## config.mk

```make
export PLATFORM = sky130hd
export DESIGN_NAME = unidec_param
export DESIGN_NICKNAME = d
export VERILOG_FILES = /design/src/rtl/unidec_param.sv
export SDC_FILE = /design/constraint.sdc
export NUM_CORES = 1
export LEC_CHECK = 0
export ABC_CLOCK_PERIOD_IN_PS = 7200
export BUFFER_PORTS_ARGS = -buffer_cell sky130_fd_sc_hd__buf_4
export CAP_MARGIN = 5
export CORE_MARGIN = 2
export CORE_UTILIZATION = 55
export CTS_CLUSTER_DIAMETER = 80
export DETAILED_ROUTE_END_ITERATION = 10
export PLACE_DENSITY = 0.77
export SYNTH_ARGS = -nofsm -noshare
export SYNTH_HDL_FRONTEND = slang
export SYNTH_SLANG_ARGS = --single-unit
```

## constraint.sdc

```tcl
create_clock -name clk -period 7.2 [get_ports clk]
set_clock_uncertainty 0.1 [all_clocks]
set_input_delay 0.72 -clock clk [delete_from_list [all_inputs] [get_ports clk]]
set_output_delay 0.72 -clock clk [all_outputs]
set_load 0.05 [all_outputs]
```

## src/rtl/unidec_param.sv

```systemverilog
// unidec_param: stepwise unique-decodability search over a small code table.
// The environment picks a table word and prefix length each RUN cycle; one rule is applied per cycle.
module unidec_param #(
  parameter int CHAR_W    = 3,
  parameter int MAX_LEN   = 5,
  parameter int NUM_WORDS = 8,
  parameter int MAX_STEPS = 255,
  localparam int WORD_W   = CHAR_W*MAX_LEN+1,
  localparam int SEL_W    = $clog2(NUM_WORDS),
  localparam int LEN_W    = $clog2(MAX_LEN),
  localparam int STEP_W   = $clog2(MAX_STEPS+1)
) (
  input  logic              clk,
  input  logic              rst,
  input  logic              tbl_we,
  input  logic [SEL_W-1:0]  tbl_addr,
  input  logic [WORD_W-1:0] tbl_data,
  input  logic              start,
  input  logic              abort,
  input  logic [SEL_W-1:0]  sel_word,
  input  logic [LEN_W-1:0]  sel_len,
  output logic              busy,
  output logic              found,
  output logic              trapped,
  output logic              timeout,
  output logic [STEP_W-1:0] steps,
  output logic [WORD_W-1:0] word
);

  // states: IDLE table writable | RUN one rule per cycle | FOUND ambiguity seen | TRAP dead end or timeout
  typedef enum logic [1:0] {S_IDLE, S_RUN, S_FOUND, S_TRAP} state_t;

  localparam logic [WORD_W-1:0] ONE       = WORD_W'(1);
  localparam logic [STEP_W-1:0] LAST_STEP = STEP_W'(MAX_STEPS-1);

  state_t            state_q, state_d;
  logic [WORD_W-1:0] word_q, word_d;
  logic [STEP_W-1:0] steps_q, steps_d;
  logic              busy_q, busy_d;
  logic              found_q, found_d;
  logic              trapped_q, trapped_d;
  logic              timeout_q, timeout_d;
  logic [WORD_W-1:0] tbl_q [NUM_WORDS];
  logic [WORD_W-1:0] tbl_d [NUM_WORDS];

  logic [WORD_W-1:0] other;
  logic [WORD_W-1:0] stop_k, mask_k;
  logic [WORD_W-1:0] sfx_a, sfx_b;
  logic [LEN_W:0]    p, len_w, len_o;
  logic              hit, rule_a, rule_b;

  // Length is the character count below the highest set (stop) bit.
  function automatic logic [LEN_W:0] word_len(input logic [WORD_W-1:0] w);
    logic [LEN_W:0] n;
    n = '0;
    for (int i = 0; i < WORD_W; i++) begin
      if (w[i]) n = (LEN_W+1)'(i / CHAR_W);
    end
    return n;
  endfunction

  always_comb begin
    other  = tbl_q[sel_word];
    p      = {1'b0, sel_len} + (LEN_W+1)'(1);
    len_w  = word_len(word_q);
    len_o  = word_len(other);
    hit    = (steps_q != '0) && (other != '0) && (word_q == other);
    rule_a = 1'b0;
    rule_b = 1'b0;
    stop_k = '0;
    mask_k = '0;
    sfx_a  = '0;
    sfx_b  = '0;
    // Only prefix lengths below MAX_LEN can ever match; larger p falls through to TRAP.
    for (int k = 1; k < MAX_LEN; k++) begin
      if (p == (LEN_W+1)'(k)) begin
        stop_k = ONE << (k*CHAR_W);
        mask_k = stop_k - ONE;
        rule_a = (len_w > (LEN_W+1)'(k)) && (other == (stop_k | (word_q & mask_k)));
        rule_b = (len_o > (LEN_W+1)'(k)) && (word_q == (stop_k | (other & mask_k)));
        sfx_a  = word_q >> (k*CHAR_W);
        sfx_b  = other >> (k*CHAR_W);
      end
    end
  end

  always_comb begin
    state_d   = state_q;
    word_d    = word_q;
    steps_d   = steps_q;
    busy_d    = busy_q;
    found_d   = found_q;
    trapped_d = trapped_q;
    timeout_d = timeout_q;
    tbl_d     = tbl_q;

    if (tbl_we && (state_q == S_IDLE)) tbl_d[tbl_addr] = tbl_data;

    if (abort) begin
      state_d   = S_IDLE;
      busy_d    = 1'b0;
      found_d   = 1'b0;
      trapped_d = 1'b0;
      timeout_d = 1'b0;
    end else begin
      case (state_q)
        S_RUN: begin
          if (hit) begin
            state_d = S_FOUND;
            busy_d  = 1'b0;
            found_d = 1'b1;
          end else if (rule_a || rule_b) begin
            if (steps_q == LAST_STEP) begin
              state_d   = S_TRAP;
              busy_d    = 1'b0;
              trapped_d = 1'b1;
              timeout_d = 1'b1;
            end else begin
              steps_d = steps_q + STEP_W'(1);
              word_d  = rule_a ? sfx_a : sfx_b;
            end
          end else begin
            state_d   = S_TRAP;
            busy_d    = 1'b0;
            trapped_d = 1'b1;
            word_d    = '0;
          end
        end
        default: begin
          if (start) begin
            word_d    = tbl_q[sel_word];
            steps_d   = '0;
            found_d   = 1'b0;
            timeout_d = 1'b0;
            if (tbl_q[sel_word] == '0) begin
              state_d   = S_TRAP;
              busy_d    = 1'b0;
              trapped_d = 1'b1;
            end else begin
              state_d   = S_RUN;
              busy_d    = 1'b1;
              trapped_d = 1'b0;
            end
          end
        end
      endcase
    end
  end

  always_ff @(posedge clk or posedge rst) begin
    if (rst) begin
      state_q   <= S_IDLE;
      word_q    <= '0;
      steps_q   <= '0;
      busy_q    <= 1'b0;
      found_q   <= 1'b0;
      trapped_q <= 1'b0;
      timeout_q <= 1'b0;
      for (int i = 0; i < NUM_WORDS; i++) tbl_q[i] <= '0;
    end else begin
      state_q   <= state_d;
      word_q    <= word_d;
      steps_q   <= steps_d;
      busy_q    <= busy_d;
      found_q   <= found_d;
      trapped_q <= trapped_d;
      timeout_q <= timeout_d;
      for (int i = 0; i < NUM_WORDS; i++) tbl_q[i] <= tbl_d[i];
    end
  end

  assign busy    = busy_q;
  assign found   = found_q;
  assign trapped = trapped_q;
  assign timeout = timeout_q;
  assign steps   = steps_q;
  assign word    = word_q;

endmodule

```

Yosys cells after proc, flatten, opt, wreduce, memory -nomap -nowiden

Index checks and enable logic that the tools add are counted.
Widths: inputs -> output; s select.

Magnitude comparators: 11
Add/subtract/negate cells: 2
Bitwise operators: 3
Equality and inequality tests: 25
Reductions and logical operators: 25
Multiplexer cells: 88

Operator list:

| cell                | count |
|---|---|
| $mux 16             | 15 |
| $bwmux 128          | 1 |
| $bmux 16 s3         | 1 |
| $demux 16 s3        | 1 |
| $mux 4              | 10 |
| $mux 8              | 5 |
| $mux 1              | 36 |
| $eq 16x10->1        | 2 |
| $eq 16x13->1        | 2 |
| $eq 16x4->1         | 2 |
| $eq 16x7->1         | 2 |
| $mux 2              | 14 |
| $mux 13             | 2 |
| $eq 16x16->1        | 1 |
| $gt 4x2->1 const B  | 4 |
| $logic_not 16->1    | 1 |
| $reduce_bool 16->1  | 1 |
| $ne 3x3->1 const B  | 5 |
| $logic_and 1x1->1   | 12 |
| $mux 3              | 3 |
| $add 8x1->8 const B | 1 |
| $eq 4x2->1 const B  | 2 |
| $eq 8x8->1 const B  | 1 |
| $ge 4x4->1 const B  | 2 |
| other kinds (21)    | 28 |

Word-level logic and storage cells: 169
Bits in registers: 158

Longest topological paths before layout

Depth after elaboration: 28
Mapped depth: 16

Worst setup path after synthesis

Ideal clock, no wire load.

Path type: input to register
Start: input port sel_word[0]
End: register word_q[4] (netlist: word[4])
Setup time: 125 ps
Stages on the path: 15
Arrival time: 3879 ps
Path buffers: 5
Setup slack: 3096 ps
Cell sequence: buf_6 > buf_12 > buf_8 > mux4_2 > mux2i_2 > xnor2_1 > nor2_1 > and4b_1 > a41o_1 > buf_2 > nand3_1 > nand2_2 > a221oi_4 > buf_6 > mux2_4

Word-level cells in the longest chain between the ends: 27
Elaborated cells on any way between the ends: 63
Classes of those cells: order compare: 4; eq/ne: 11; mux: 34; bitwise: 1; reduce/logical: 13

RTL lines:

| what                                          | RTL line | RTL |
|---|---|---|
| start, declared                               | 20       | `input logic [SEL_W-1:0] sel_word,` |
| $not 3->4 (not written as such) *             | 63, 131  |  |
| $bmux 16 s3 *                                 | 63, 131  |  |
| $mux 16 (not written as such) * (2 in series) | 63, 131  |  |
| $mux 1 (3 in series)                          | 57       | `if (w[i]) n = (LEN_W+1)'(i / CHAR_W);` |
| $mux 2 (6 in series)                          | 57       |  |
| $mux 3 (3 in series)                          | 57       |  |
| $mux 4                                        | 57       |  |
| $gt 4x1->1                                    | 80       | `rule_b = (len_o > (LEN_W+1)'(k)) && (word_q == (stop_k \| (other & mask_k)));` |
| $logic_and 1x1->1                             | 80       |  |
| $mux 1 (4 in series)                          | 76       | `if (p == (LEN_W+1)'(k)) begin` |
| $logic_or 1x1->1                              | 112      | `end else if (rule_a \|\| rule_b) begin` |
| $mux 16                                       | 112      |  |
| $mux 16                                       | 108      | `if (hit) begin` |
| $mux 16                                       | 106      | `case (state_q)` |
| end signal, assigned                          | 162      | `word_q <= word_d;` |
| end, declared                                 | 37       | `logic [WORD_W-1:0] word_q, word_d;` |

Mark *: on every way between the ends. The rest lies on a longest branch, timed or not. The select of a mux whose other input is x is not followed.
A chain may end at the register's enable or synchronous reset.

Worst setup path in the final report

Start: input port sel_word[0]
End: register word_q[5] (netlist: word[5])

Same word-level chain as after synthesis.

==> flow_metrics.py <==
metrics = {
    "status": {
        "status": "finished, final reports clean",
    },
    "layout": {
        "antenna_cells": 0,
        "layout-drive-gt1-share_pct": 36.5,
        "final_nets": 779,
        "finalInstanceArea_mm2": 0.00978,
        "multi_input_area_mm2": 0.00447,
        "seq_area_mm2": 0.00395,
        "areaGrowthSynthToFinish_pct": 12.5,
        "nFillCells": 1201,
        "layout.cells.non_filler": 970,
    },
    "yosys": {
        "synth_compound_area_share_pct": 9.93,
        "yosys-top-cells-count": "158 x dfrtp_1, 139 x mux2_2, 43 x nand2_1, 37 x nor2_1, 31 x mux2i_1",
        "synth_flop_cell": "dfrtp_1",
        "synthSimpleGateAreaFrac_pct": 10.4,
        "synth_seq_cells": 158,
        "synth_edf_count": 0,
        "yosysMostFrequentCell": "dfrtp_1",
        "yosysSeqAreaShare_pct": 45.5,
        "synth.mux.area_fraction_pct": 29.4,
        "syn_area_per_cell_um2": 12.3,
        "syn_inst": 705,
        "synth_warnings": 0,
        "synth_nets": 738,
        "synth_area_mm2": 0.00870,
        "synth_fa_ha_area_share_pct": 0.432,
        "synth.distinct_cells": 89,
        "synth_top_family_by_area": "multiplexers",
        "synth-xor-area-share_pct": 1.31,
        "async_flop_share_pct": 100,
        "ys_top_cells_by_area": "dfrtp_1 45%, mux2_2 18%, mux4_2 4.1%, mux2i_1 3.6%, nand2_1 1.9%",
        "synth_area_leader_cell": "dfrtp_1",
        "yosysTopAreaCellShare_pct": 45.5,
    },
    "worst_setup_path": {
        "cp_max_fo": 45,
        "r2r.worst_path.cells": 9,
        "r2r_end": "word[5]",
        "critPathMaxStageDelay_ps": 900,
        "r2r_start": "tbl_q[59]",
        "crit_path_end_kind": "flip-flop",
        "crit_chain": "buf_4, mux4_2, mux2i_1, inv_2, nor4b_4, nor4b_2, nand4b_1, nand2_1, a221oi_4, mux2_2",
        "start_kind": "input port",
        "crit_start": "sel_word[0]",
        "worstPathArrival_ps": 5140,
        "rrSetupSlack_ps": 2930,
        "setup.worst_path.end": "word[5]",
        "critical_path.slowest_cell": "a221oi_4",
        "cp.required_ps": 7410,
        "critical_path_class": "input port to flip-flop",
    },
    "run": {
        "cap_viol_max_count": 0,
    },
    "placed_design": {
        "placed_area_mm2": 0.00920,
        "numPortBuffers": 57,
        "dp.cells": 938,
        "gp_congestion": 0.969,
        "hpwl_mm": 14.7,
    },
    "global_route": {
        "gr-total-overflow": 0,
        "grt_pass1_wl_mm": 34.4,
        "antenna_found_initial": 0,
        "grt.total_usage_pct": 27.1,
        "grt_max_degree": 91,
        "grt_pass1_vias": 6171,
    },
    "die": {
        "initial_utilization_pct": 56.8,
        "ios": 58,
        "core_mm2": 0.0153,
        "dieArea_mm2": 0.0168,
        "die_h_um": 130,
        "rows": 45,
        "die_w_um": 130,
    },
    "clock_tree": {
        "cts_tree": "done",
        "clockBufferDepth": 2,
        "cts-buffers-inserted": 17,
        "clk_pin_slew_worst_paths_ps": 70,
        "ctsResizeCount": 0,
        "postCtsSetupBuffers": 0,
        "insertion_delay_ps": 430,
        "clkSinkCount": 158,
        "h-tree-depth": 4,
        "ctsHoldBuffers": 0,
        "cts_root_buffer": "clkbuf_16",
    },
    "drt": {
        "wirelength_mm": 21.8,
        "dr.first_iter.drc_count": 566,
        "avgViaCountPerCell": 6.33,
        "drc": 0,
        "avgRoutedWirePerCell_um": 22.4,
        "ant_nets": 0,
        "vias": 6143,
        "dr.pass1.iters": 5,
    },
    "pwr": {
        "cellPowerDensity_mw_per_mm2": 332,
        "leakagePower_nw": 4.25,
        "irDropWorstVdd_mv": 0.180,
        "sw_frac_of_total_pct": 35.3,
        "power_frac_comb_pct": 31.7,
        "clockPowerShare_pct": 27.6,
        "cellInternalPower_mw": 2.10,
        "power.total_mw": 3.25,
        "p_sw_mw": 1.15,
        "power_frac_seq_pct": 40.7,
    },
    "sta": {
        "finalSetupViolCount": 0,
        "hold_viol_final": 0,
        "rsz0062_at_grt": "false",
        "slew_headroom_pct": 23.9,
        "period_share_pct": 68.4,
        "tightest_slew_ps": 1140,
        "max_freq_mhz": 203,
        "setup-tns-final_ps": 0,
        "period_minus_slack_ps": 4920,
        "drv_slew": 0,
    },
    "worst_hold_path": {
        "worstHoldPathType": "input port to async pin",
    },
}
cells by family after synthesis:
family | Yosys count
AOI/OAI and AO/OA | 108
xor gates and xnor gates | 13
adders and majority gates | 3
buffers and inverters | 53
DFF | 158
muxes | 204
and+or+nand+nor | 166
per-layer routing:
| layer | wire (um) | share of wire, % | GRT usage [%] |
|---|---|---|---|
| met5 | 0 | 0 | 0 |
| met4 | 342 | 1.6 | 8.35 |
| met3 | 1150 | 5.3 | 4.63 |
| met2 | 10400 | 48 | 42.7 |
| met1 | 9880 | 45 | 38.8 |
flip-flops by register name, indices dropped and copies added (netlist names):
name / count
found: 1
tbl_q: 128
steps: 8
timeout: 1
state_q: 2
trapped: 1
word: 16
busy: 1
cell type report:
class                           instances  area share [%]
Timing Repair Buffer                   58            4.45
Tap cell                              211            2.70
Inverter                               17           0.703
Multi-Input combinational cell        494            45.7
Clock inverter                         14            1.52
Clock buffer                           18            4.49
Sequential cell                       158            40.4
critical path: cells and delay by family:
family,cells,cell delay (ps)
AO/OA/AOI/OAI,1,900
multiplexers,3,1630
AND/OR/NAND/NOR,4,1120
buffers and inverters,2,710
power groups by stage:
| stage | clock network, mW | logic [mW] | registers, mW |
|---|---|---|---|
| 2_1_floorplan | 0 | 0.657 | 1.40 |
| 3_5_place_dp | 0 | 1.02 | 1.33 |
| 4_1_cts | 0.909 | 1.03 | 1.31 |
| 6_report | 0.898 | 1.03 | 1.32 |
| 3_3_place_gp | 0 | 0.999 | 1.31 |
| 5_1_grt | 0.944 | 1.11 | 1.35 |
through the flow:
step                      worst slack, ps  utilization, %  hold WS, ps
final                                2280            63.9          286
after global routing                 2110            63.9          325
after CTS                            2310            63.9          308
after detailed placement             1900            60.0          389
after global placement               1960            60.0          380
after floorplan                      2120               -          370
worst min-delay path by stage:
stage | start | endpoint | slack, ps
floorplan | tbl_q[108] | tbl_q[108] | 370
global placement | tbl_q[78] | tbl_q[78] | 380
detailed placement | tbl_q[85] | tbl_q[85] | 390
CTS | rst | found | 310
global route | rst | found | 330
finish | rst | tbl_q[125] | 290
cell usage in the layout (no fill, tap or decap), types with 4 or more instances in the layout:
master	synthesis	routed
a31oi_1	5	5
and3_1	11	11
mux2_2	139	139
inv_6	0	6
nand2_1	43	43
mux2i_1	31	31
or3_1	4	4
xnor2_1	11	11
nand3_1	8	8
nand4_1	5	5
a22o_1	5	5
inv_1	15	14
a22oi_1	4	4
a211oi_1	7	7
o22ai_1	11	11
o21ai_0	13	13
buf_4	1	58
nor2b_1	6	6
mux4_2	16	16
mux2_1	4	4
nor2_1	37	37
a21oi_1	20	20
dfrtp_1	158	158
and2_1	4	4
clkbuf_16	0	17
nor4_1	5	5
mux2_4	6	6
nor3_1	12	12
nand2b_1	5	5
mux4_1	6	6
No activity file was read; power rests on OpenSTA's default activity.
